`src/rtl/tw_pkg.sv`:
```
// Shared types and helpers for the multi-lane twiddle sequencer.
// TW_LANE_GEN_MONT_EN selects R_W as the identity word instead of 1.
package tw_pkg;

  typedef enum logic [1:0] {
    IDLE,
    RUN,
    DRAIN
  } tw_state_e;

  // Twiddle table source: successive powers of a root of unity mod 7681
  localparam logic [63:0] TW_ROM_Q    = 64'd7681;
  localparam logic [63:0] TW_ROM_ROOT = 64'd3383;

  function automatic int tw_beats(input int logn, input int lanes);
    return (1 << (logn - 1)) / lanes;
  endfunction

  function automatic logic [63:0] tw_id(input logic [63:0] r_w);
`ifdef TW_LANE_GEN_MONT_EN
    return r_w;
`else
    return 64'd1 | (r_w & 64'd0);
`endif
  endfunction

  function automatic int tw_lane_lsb(input int l, input int logq);
    return l * logq;
  endfunction

  function automatic logic [63:0] tw_modpow(
    input logic [63:0] b,
    input logic [63:0] e,
    input logic [63:0] m
  );
    logic [63:0] r;
    logic [63:0] x;
    r = 64'd1;
    x = b % m;
    for (int i = 0; i < 64; i++) begin
      if (e[i]) r = (r * x) % m;
      x = (x * x) % m;
    end
    return r;
  endfunction

  // Later stages use a finer stride through the same root sequence
  function automatic logic [63:0] tw_rom_word(
    input int stage,
    input int logn,
    input int addr
  );
    int sh;
    sh = (stage >= logn - 1) ? 0 : (logn - 1 - stage);
    return tw_modpow(TW_ROM_ROOT, 64'(addr) << sh, TW_ROM_Q);
  endfunction

endpackage

```
`src/rtl/tw_rom_bank.sv`:
```
// Banked twiddle ROM: one bank per lane, clock-enabled read pipeline.
// Bank l holds the words whose address is congruent to l modulo LANES.
import tw_pkg::*;

module tw_rom_bank #(
  parameter int LOGQ       = 32,
  parameter int LOGN       = 12,
  parameter int LANES      = 2,
  parameter int STAGE      = 1,
  parameter int DELAY_BROM = 2,
  parameter int BEATS      = tw_beats(LOGN, LANES),
  parameter int AW         = (BEATS > 1) ? $clog2(BEATS) : 1
) (
  input  logic                  clk,
  input  logic                  rst_n,
  input  logic                  ce_i,
  input  logic [AW-1:0]         addr_i,
  output logic [LANES*LOGQ-1:0] rdata_o
);

  logic [LANES*LOGQ-1:0] rd;
  logic [LANES*LOGQ-1:0] pipe_q [DELAY_BROM];

  for (genvar l = 0; l < LANES; l++) begin : g_bank
    logic [LOGQ-1:0] mem [BEATS];
    for (genvar b = 0; b < BEATS; b++) begin : g_word
      assign mem[b] = LOGQ'(tw_rom_word(STAGE, LOGN, b * LANES + l));
    end
    assign rd[l*LOGQ +: LOGQ] = mem[addr_i];
  end

  always_ff @(posedge clk or negedge rst_n) begin
    if (!rst_n) begin
      for (int k = 0; k < DELAY_BROM; k++) pipe_q[k] <= '0;
    end else if (ce_i) begin
      pipe_q[0] <= rd;
      for (int k = 1; k < DELAY_BROM; k++) pipe_q[k] <= pipe_q[k-1];
    end
  end

  assign rdata_o = pipe_q[DELAY_BROM-1];

endmodule

```
`src/rtl/tw_lane_gen.sv`:
```
// Multi-lane twiddle sequencer for one NTT/INTT butterfly stage.
// TW_LANE_GEN_MONT_EN: identity word is R_W (Montgomery one), else 1.
import tw_pkg::*;

module tw_lane_gen #(
  parameter int              LOGQ       = 32,
  parameter int              LOGN       = 12,
  parameter int              LANES      = 2,
  parameter int              STAGE      = 0,
  parameter int              DELAY_BROM = 2,
  parameter logic [LOGQ-1:0] R_W        = '0
) (
  input  logic                  clk,
  input  logic                  rst_n,
  input  logic                  start,
  input  logic                  intt,
  input  logic [LOGQ-1:0]       q,
  output logic [LANES*LOGQ-1:0] tw_data,
  output logic                  tw_valid,
  input  logic                  tw_ready,
  output logic                  tw_last,
  output logic                  busy,
  output logic                  done
);

  localparam int BEATS = tw_beats(LOGN, LANES);
  localparam int CW    = (BEATS > 1) ? $clog2(BEATS) : 1;
  localparam int PL    = DELAY_BROM + 1;
  localparam logic [LOGQ-1:0] ID = LOGQ'(tw_id(64'(R_W)));

  tw_state_e             state_q, state_d;
  logic [CW-1:0]         cnt_q, cnt_d;
  logic                  intt_q, intt_d;
  logic [LOGQ-1:0]       q_q, q_d;
  logic [PL-1:0]         vld_q, lst_q;
  logic [LANES*LOGQ-1:0] word;
  logic [LANES*LOGQ-1:0] data_q, data_d;
  logic                  valid_q, last_q;
  logic                  done_q, done_d;
  logic                  adv, issue, at_end, hs_last;

  assign adv     = ~valid_q | tw_ready;
  assign issue   = (state_q == RUN) & adv;
  assign at_end  = (cnt_q == CW'(BEATS - 1));
  assign hs_last = valid_q & tw_ready & last_q;

  always_comb begin
    state_d = state_q;
    cnt_d   = cnt_q;
    intt_d  = intt_q;
    q_d     = q_q;
    done_d  = 1'b0;
    unique case (state_q)
      IDLE: begin
        if (start) begin
          state_d = RUN;
          cnt_d   = '0;
          intt_d  = intt;
          q_d     = q;
        end
      end
      RUN: begin
        if (issue) begin
          cnt_d = cnt_q + CW'(1);
          if (at_end) state_d = DRAIN;
        end
      end
      DRAIN: begin
        if (hs_last) begin
          done_d  = 1'b1;
          state_d = IDLE;
        end
      end
      default: state_d = IDLE;
    endcase
  end

  if (STAGE == 0) begin : g_id
    assign word = {LANES{ID}};
  end else begin : g_rom
    logic [CW-1:0] addr_q;

    always_ff @(posedge clk or negedge rst_n) begin
      if (!rst_n) addr_q <= '0;
      else if (issue) addr_q <= cnt_q;
    end

    tw_rom_bank #(
      .LOGQ       (LOGQ),
      .LOGN       (LOGN),
      .LANES      (LANES),
      .STAGE      (STAGE),
      .DELAY_BROM (DELAY_BROM),
      .BEATS      (BEATS),
      .AW         (CW)
    ) u_rom (
      .clk     (clk),
      .rst_n   (rst_n),
      .ce_i    (adv),
      .addr_i  (addr_q),
      .rdata_o (word)
    );
  end

  // Identity words are their own inverse; everything else becomes q - w
  always_comb begin
    data_d = '0;
    for (int l = 0; l < LANES; l++) begin
      if (intt_q && word[tw_lane_lsb(l, LOGQ) +: LOGQ] != ID)
        data_d[tw_lane_lsb(l, LOGQ) +: LOGQ] =
          q_q - word[tw_lane_lsb(l, LOGQ) +: LOGQ];
      else
        data_d[tw_lane_lsb(l, LOGQ) +: LOGQ] =
          word[tw_lane_lsb(l, LOGQ) +: LOGQ];
    end
  end

  always_ff @(posedge clk or negedge rst_n) begin
    if (!rst_n) begin
      state_q <= IDLE;
      cnt_q   <= '0;
      intt_q  <= 1'b0;
      q_q     <= '0;
      vld_q   <= '0;
      lst_q   <= '0;
      data_q  <= '0;
      valid_q <= 1'b0;
      last_q  <= 1'b0;
      done_q  <= 1'b0;
    end else begin
      state_q <= state_d;
      cnt_q   <= cnt_d;
      intt_q  <= intt_d;
      q_q     <= q_d;
      done_q  <= done_d;
      if (adv) begin
        vld_q   <= {vld_q[PL-2:0], issue};
        lst_q   <= {lst_q[PL-2:0], issue & at_end};
        valid_q <= vld_q[PL-1];
        last_q  <= lst_q[PL-1];
        data_q  <= data_d;
      end
    end
  end

  assign tw_data  = data_q;
  assign tw_valid = valid_q;
  assign tw_last  = last_q;
  assign busy     = (state_q != IDLE);
  assign done     = done_q;

endmodule

```
`config.mk`:
```
export PLATFORM = sky130hd
export DESIGN_NAME = tw_lane_gen
export DESIGN_NICKNAME = d
export VERILOG_FILES = /design/src/rtl/tw_pkg.sv /design/src/rtl/tw_rom_bank.sv /design/src/rtl/tw_lane_gen.sv
export SDC_FILE = /design/constraint.sdc
export NUM_CORES = 1
export LEC_CHECK = 0
export ABC_CLOCK_PERIOD_IN_PS = 1330
export CORE_MARGIN = 5
export CORE_UTILIZATION = 30
export DETAILED_ROUTE_END_ITERATION = 6
export PLACE_DENSITY_LB_ADDON = 0.05
export SYNTH_ARGS = -nofsm -noshare
export SYNTH_HDL_FRONTEND = slang
export SYNTH_HIERARCHICAL = 1
export SYNTH_SLANG_ARGS = --single-unit
```
`constraint.sdc`:
```
create_clock -name clk -period 1.33 [get_ports clk]
set_input_delay 0.266 -clock clk [delete_from_list [all_inputs] [get_ports clk]]
set_output_delay 0.266 -clock clk [all_outputs]
set_load 0.01 [all_outputs]
```
* After elaboration in Yosys (flattened, before gate mapping) *
Index checks and enable logic that the tools add are counted.

word-level totals
  bits in registers = 22
  bits of input ports = 37
  output and inout bits = 68
  word-level logic and storage cells = 37

operators by class
  add/sub/neg operators = 1
  eq/ne operators = 7
  mux-type cells = 10
  bitwise operators = 6
  reduce and logical (&&, ||, !) cells = 5

operator list
  kind                                                                   number
  10-bit 2-to-1 mux                                                      2
  10-bit case mux with 2 select lines                                    1
  10-bit by 1-bit adder with 10-bit output, second input constant        1
  10-bit equality test, second input constant                            1
  2-bit 2-to-1 mux                                                       4
  2-bit inequality test, second input constant                           4
  2-bit case mux with 3 select lines                                     1
  1-bit AND                                                              4
  4-bit AND reduction                                                    1
  2-bit nonzero test                                                     2
  3-bit AND reduction                                                    1
  2-bit by 1-bit equality test with 1-bit output, second input constant  1
  2-bit equality test, second input constant                             1
  2-bit zero test                                                        1
  1-bit 2-to-1 mux                                                       2
  1-bit inverter                                                         1
  1-bit bitwise OR                                                       1

* Logic depth before layout (Yosys ltp) *
  depth in word-level cells = 5
  gate-level depth with buffers = 5
  depth with buffers taken out = 5

* Least setup slack after synthesis *
Ideal clock, no wire load.

  kind = reg2reg
  from = register valid_q, in the netlist tw_valid
  to = register lst_q[1]
  data arrival time = 1.307 ns
  data required time = 1.202 ns
  slack = -0.105 ns
  cell stages (with the launch flop) = 4
  period minus slack after synthesis = 1.435 ns
  path through = dfrtp_1 > nor2b_1 > buf_2 > mux2_1

on the way
  cells in the longest elaborated chain, start to end = 2

ends and longest elaborated chain
  item                      line                text
  start: declaration        tw_lane_gen.sv:38   logic valid_q, last_q;
  start signal: assignment  tw_lane_gen.sv:139  valid_q <= vld_q[PL-1];
  1-bit inverter            tw_lane_gen.sv:42   assign adv = ~valid_q | tw_ready;
  1-bit bitwise OR          tw_lane_gen.sv:42
  end signal: assignment    tw_lane_gen.sv:138  lst_q <= {lst_q[PL-2:0], issue & at_end};
  end: declaration          tw_lane_gen.sv:35   logic [PL-1:0] vld_q, lst_q;

No other way between the ends.
A chain may end at the register's enable or synchronous reset.

* Worst setup path after layout *
  from = register state_q[1]
  to = register cnt_q[7]

on the way
  cells in the longest elaborated chain, start to end = 4
  elaborated cells on any way between the ends = 8
  those cells by class = 3 x eq/ne; 1 x mux; 1 x bitwise; 3 x reduce/logical

ends and longest elaborated chain
  item                                            line                                  text
  start: declaration                              tw_lane_gen.sv:31                     tw_state_e state_q, state_d;
  start signal: assignment                        tw_lane_gen.sv:131                    state_q <= state_d;
  2-bit by 1-bit equality test with 1-bit output  tw_lane_gen.sv:43, tw_lane_gen.sv:53
  1-bit AND                                       tw_lane_gen.sv:43                     assign issue = (state_q == RUN) & adv;
  2-bit inequality test (no line)                 n/a
  3-bit AND reduction (no line)                   n/a
  end signal: assignment                          tw_lane_gen.sv:132                    cnt_q <= cnt_d;
  end: declaration                                tw_lane_gen.sv:32                     logic [CW-1:0] cnt_q, cnt_d;

Parallel ways exist; a longest one is shown, timed or not.

==> summary.md <==
| Metric | Value |
|---|---|
| Result of the run | `complete, but fails checks` |
| Violations in the final reports | `setup timing` |
| Number of I/O port buffers | `9` |
| Bufs on Longest Clock Path | `2` |
| Number of warning messages in the yosys log | `6` |
| Count of clock tree sinks | `22` |
| Post-placement setup slack | `-0.460 ns` |
| Global-route wire length before repair | `4.57 mm` |
| Final hold violation count | `0` |
| Number of buffers and inverters on the critical path | `1` |
| Antenna diode count | `0` |
| Netlist Area Pre-Place | `1530 sq um` |
| Crit path largest cell delay | `0.40 ns` |
| Cell Chain, Critical Path | `buf_6 -> o21bai_4 -> nor4b_4 -> a31oi_1 -> a41o_1` |
| Number of synthesized register bits | `22` |
| Kind of end point of the critical path | `register` |
| Number of nets in the layout | `244` |
| Post-Syn Instances | `158` |
| Final weighted congestion in routability-driven placement | `0.713` |
| Non-Filler Instances | `275` |
| Power share of the combinational group | `42.1%` |
| Clock buffers created by TritonCTS | `3` |
| Fraction of layout cells with a size suffix above 1 | `33.2%` |
| Worst skew pair latency | `0.26 ns` |
| DRT Pass-1 Iters | `4` |
| Gr usage total | `8.94%` |
| Fillers | `539` |
| Post-route DRC violation count | `0` |
| Syn avg cell area | `9.66 sq um` |
| Placed wire-length estimate | `2.29 mm` |
| Total power per unit cell area | `1340 nW/um^2` |
| Number of vias per cell after detailed routing | `3.69` |
| Clock period minus final worst setup slack | `1.53 ns` |
| Switching pwr | `827 uW` |
| Number of max-cap violations | `0` |
| Max Fanout on Critical Path | `4` |
| Critical path's slowest cell | `sky130_fd_sc_hd__dfrtp_1` |
| # placed instances | `258` |
| Starting utilization of the core area | `30.5%` |
| Violation count after the first detailed-route iteration | `44` |
| Arr. time, crit path | `1.69 ns` |
| Clock tree from TritonCTS | `yes` |
| Core Box Area | `5010 sq um` |
| Leakage power | `0.000993 uW` |
| Number of distinct library cell variants in the gate-level netlist after synthesis | `38` |
| Final number of max-transition violations | `0` |
| CTS H-tree lvls | `1` |
| Final clock period utilization by the worst path | `115%` |
| Detail Route Antenna Nets | `0` |
| Post-detailed-routing wire length | `3.17 mm` |
| Cell Rows | `26` |
| Setup WS post-layout | `-0.198 ns` |
| Layout overhead on the synthesized area | `28.3%` |
| Cell class contributing the biggest share of worst-path delay | `compound AO/OA/AOI/OAI gates` |
| Die width | `81.3 um` |
| Worst Skew | `0.00409 ns` |
| Count of vias placed by the detailed router | `1015` |
| Total setup violations reported at the end of the flow | `15` |
| I/O pin count | `105` |
| Maximum achievable frequency | `0.655 GHz` |
| Sequential cell area | `551 sq um` |
| Hold Slack | `0.346 ns` |
| Crit Path Category | `register to register` |
| Share of total power in sequential cells | `33.8%` |
| Area used by multi-input combinational logic | `821 sq um` |
| CTS root buffer | `sky130_fd_sc_hd__clkbuf_8` |
| Number of antenna violations at the first check in global routing | `0` |
| Number of global-route vias before repair | `940` |
| Die outline area | `6610 sq um` |
| VDD IR-drop max | `0.000731 V` |
| Clk pin slew, worst setup/hold paths | `0.09 ns` |
| Sum of overflow across all layers after global routing | `0` |
| Cell internal power dissipation | `1790 uW` |
| Crit path launch type | `register` |
| Share of the yosys chip area belonging to registers | `36.1%` |
| Pin count of the biggest net entering global routing | `23` |
| Endpoint required time on the critical path | `1.49 ns` |
| RSZ-0062 raised after global routing | `yes` |
| Net switching fraction of the power | `31.6%` |
| Wire per inst | `11.5 um` |
| Min-Delay Path Class | `input pin to async pin` |
| Clock network fraction of total power | `24.2%` |
| Chip Height | `81.3 um` |
[path summary, 6_finish.rpt]
check	end	slack (ns)	start	cells past startpoint
min	cnt_q[5]$_DFFE_PN0P_	0.35	rst_n	2
max in group asynchronous	cnt_q[1]$_DFFE_PN0P_	0.75	rst_n	2
max	cnt_q[7]$_DFFE_PN0P_	-0.20	state_q[1]$_DFFE_PN0P_	5
max reg2reg	cnt_q[7]$_DFFE_PN0P_	-0.20	state_q[1]$_DFFE_PN0P_	5
min reg2reg	tw_valid$_DFFE_PN0N_	0.47	vld_q[2]$_DFFE_PN0N_	1
min in group clk	done$_DFF_PN0_	0.38	tw_ready	3
[power groups by stage]
stage	Combinational, uW	Clock [uW]	Sequential [uW]
final	1100	633	884
after global routing	1220	682	901
after CTS	915	659	874
after detailed placement	818	0	898
after global placement	807	0	899
after floorplan	600	0	900
[stage by stage]
stage                     power (uW)  utilization [%]  TNS (ns)  instance area (sq um)
final                           2620             39.1     -1.35                   1960
after global placement          1710             33.0     -6.19                   1650
after global routing            2800             39.1     -2.24                   1960
after CTS                       2450             36.0     -2.10                   1800
after floorplan                 1500                -    -0.112                   1780
after detailed placement        1720             33.0     -6.22                   1650
[placed cells by master, fill, tap and decap left out, drive strengths merged, types with 2 or more instances in the layout]
master	n
nand2b	4
buf	40
dlymetal6s2s	2
clkbuf	3
inv	2
conb	62
or2	2
nand2	13
o31ai	2
xnor2	2
dlygate4sd2	4
nor2	8
o21ai	5
dfrtp	22
mux2	5
or4	3
nand3	5
a21oi	2
nor4b	2
[cell families (layout without fill, tap and decap cells)]
group                      count (synthesis)  in the layout  share of synthesized area (%)
muxes                                      5              5                           3.69
xor gates and xnor gates                   3              3                           1.72
other                                      1             62                          0.246
buffers and inverters                     67             53                           32.5
DFF                                       22             22                           36.1
AOI/OAI and AO/OA                         16             16                           7.54
adders and majority gates                  1              1                          0.820
and+or+nand+nor                           43             43                           17.4
[cell usage after synthesis, drive strengths merged]
cell / number / area (sq um)
nand2: 13 / 48.8
o21ba: 1 / 16.3
or3b: 1 / 8.76
o211ai: 1 / 7.51
a31o: 1 / 8.76
nand3: 5 / 42.5
xnor2: 2 / 17.5
nor3b: 1 / 7.51
mux2: 5 / 56.3
o31ai: 2 / 15.0
conb: 1 / 3.75
nor2b: 1 / 6.26
o21ai: 5 / 25.0
nand2b: 4 / 25.0
nand4: 1 / 6.26
a31oi: 1 / 6.26
nor2: 8 / 32.5
ha: 1 / 12.5
o21bai: 1 / 7.51
nor4: 1 / 6.26
dfrtp: 22 / 551
buf: 65 / 489
or2: 2 / 12.5
a41o: 1 / 10.0
inv: 2 / 7.51
nor4b: 2 / 38.8
a22o: 1 / 8.76
nand3b: 1 / 7.51
or4: 3 / 22.5
xor2: 1 / 8.76
a21oi: 2 / 10.0
[layout make-up]
| type | instances | share of cell area (%) |
|---|---|---|
| repair buffers | 47 | 21.5 |
| multi-input cells | 130 | 41.9 |
| well taps | 70 | 4.47 |
| clock inverters | 1 | 1.53 |
| clock buffers | 3 | 2.11 |
| inverters | 2 | 0.383 |
| flip-flops and latches | 22 | 28.1 |
[registers in the layout, indices dropped and copies added (netlist names)]
register,flops
tw_data,1
done,1
tw_last,1
lst_q,3
state_q,2
cnt_q,10
vld_q,3
tw_valid,1
[routing by layer]
layer / track usage [%] / routed length (um) / vias to the layer above
li1: - / - / 497
met1: 11.0 / 1270 / 489
met2: 15.5 / 1740 / 25
met3: 2.77 / 147 / 4
met4: 1.52 / 16 / 0
met5: 0 / 0 / -
[timing repair]
item / CTS / global route
hold buffers: 0 / 0
endpoints found under the hold margin: 0 / 0
buffers inserted: 7 / 9
gates cloned: 0 / 1
gates resized for setup: 19 / 29
setup endpoints to repair: 21 / 20
pin swaps: 2 / 12
No activity file was read; power rests on OpenSTA's default activity.
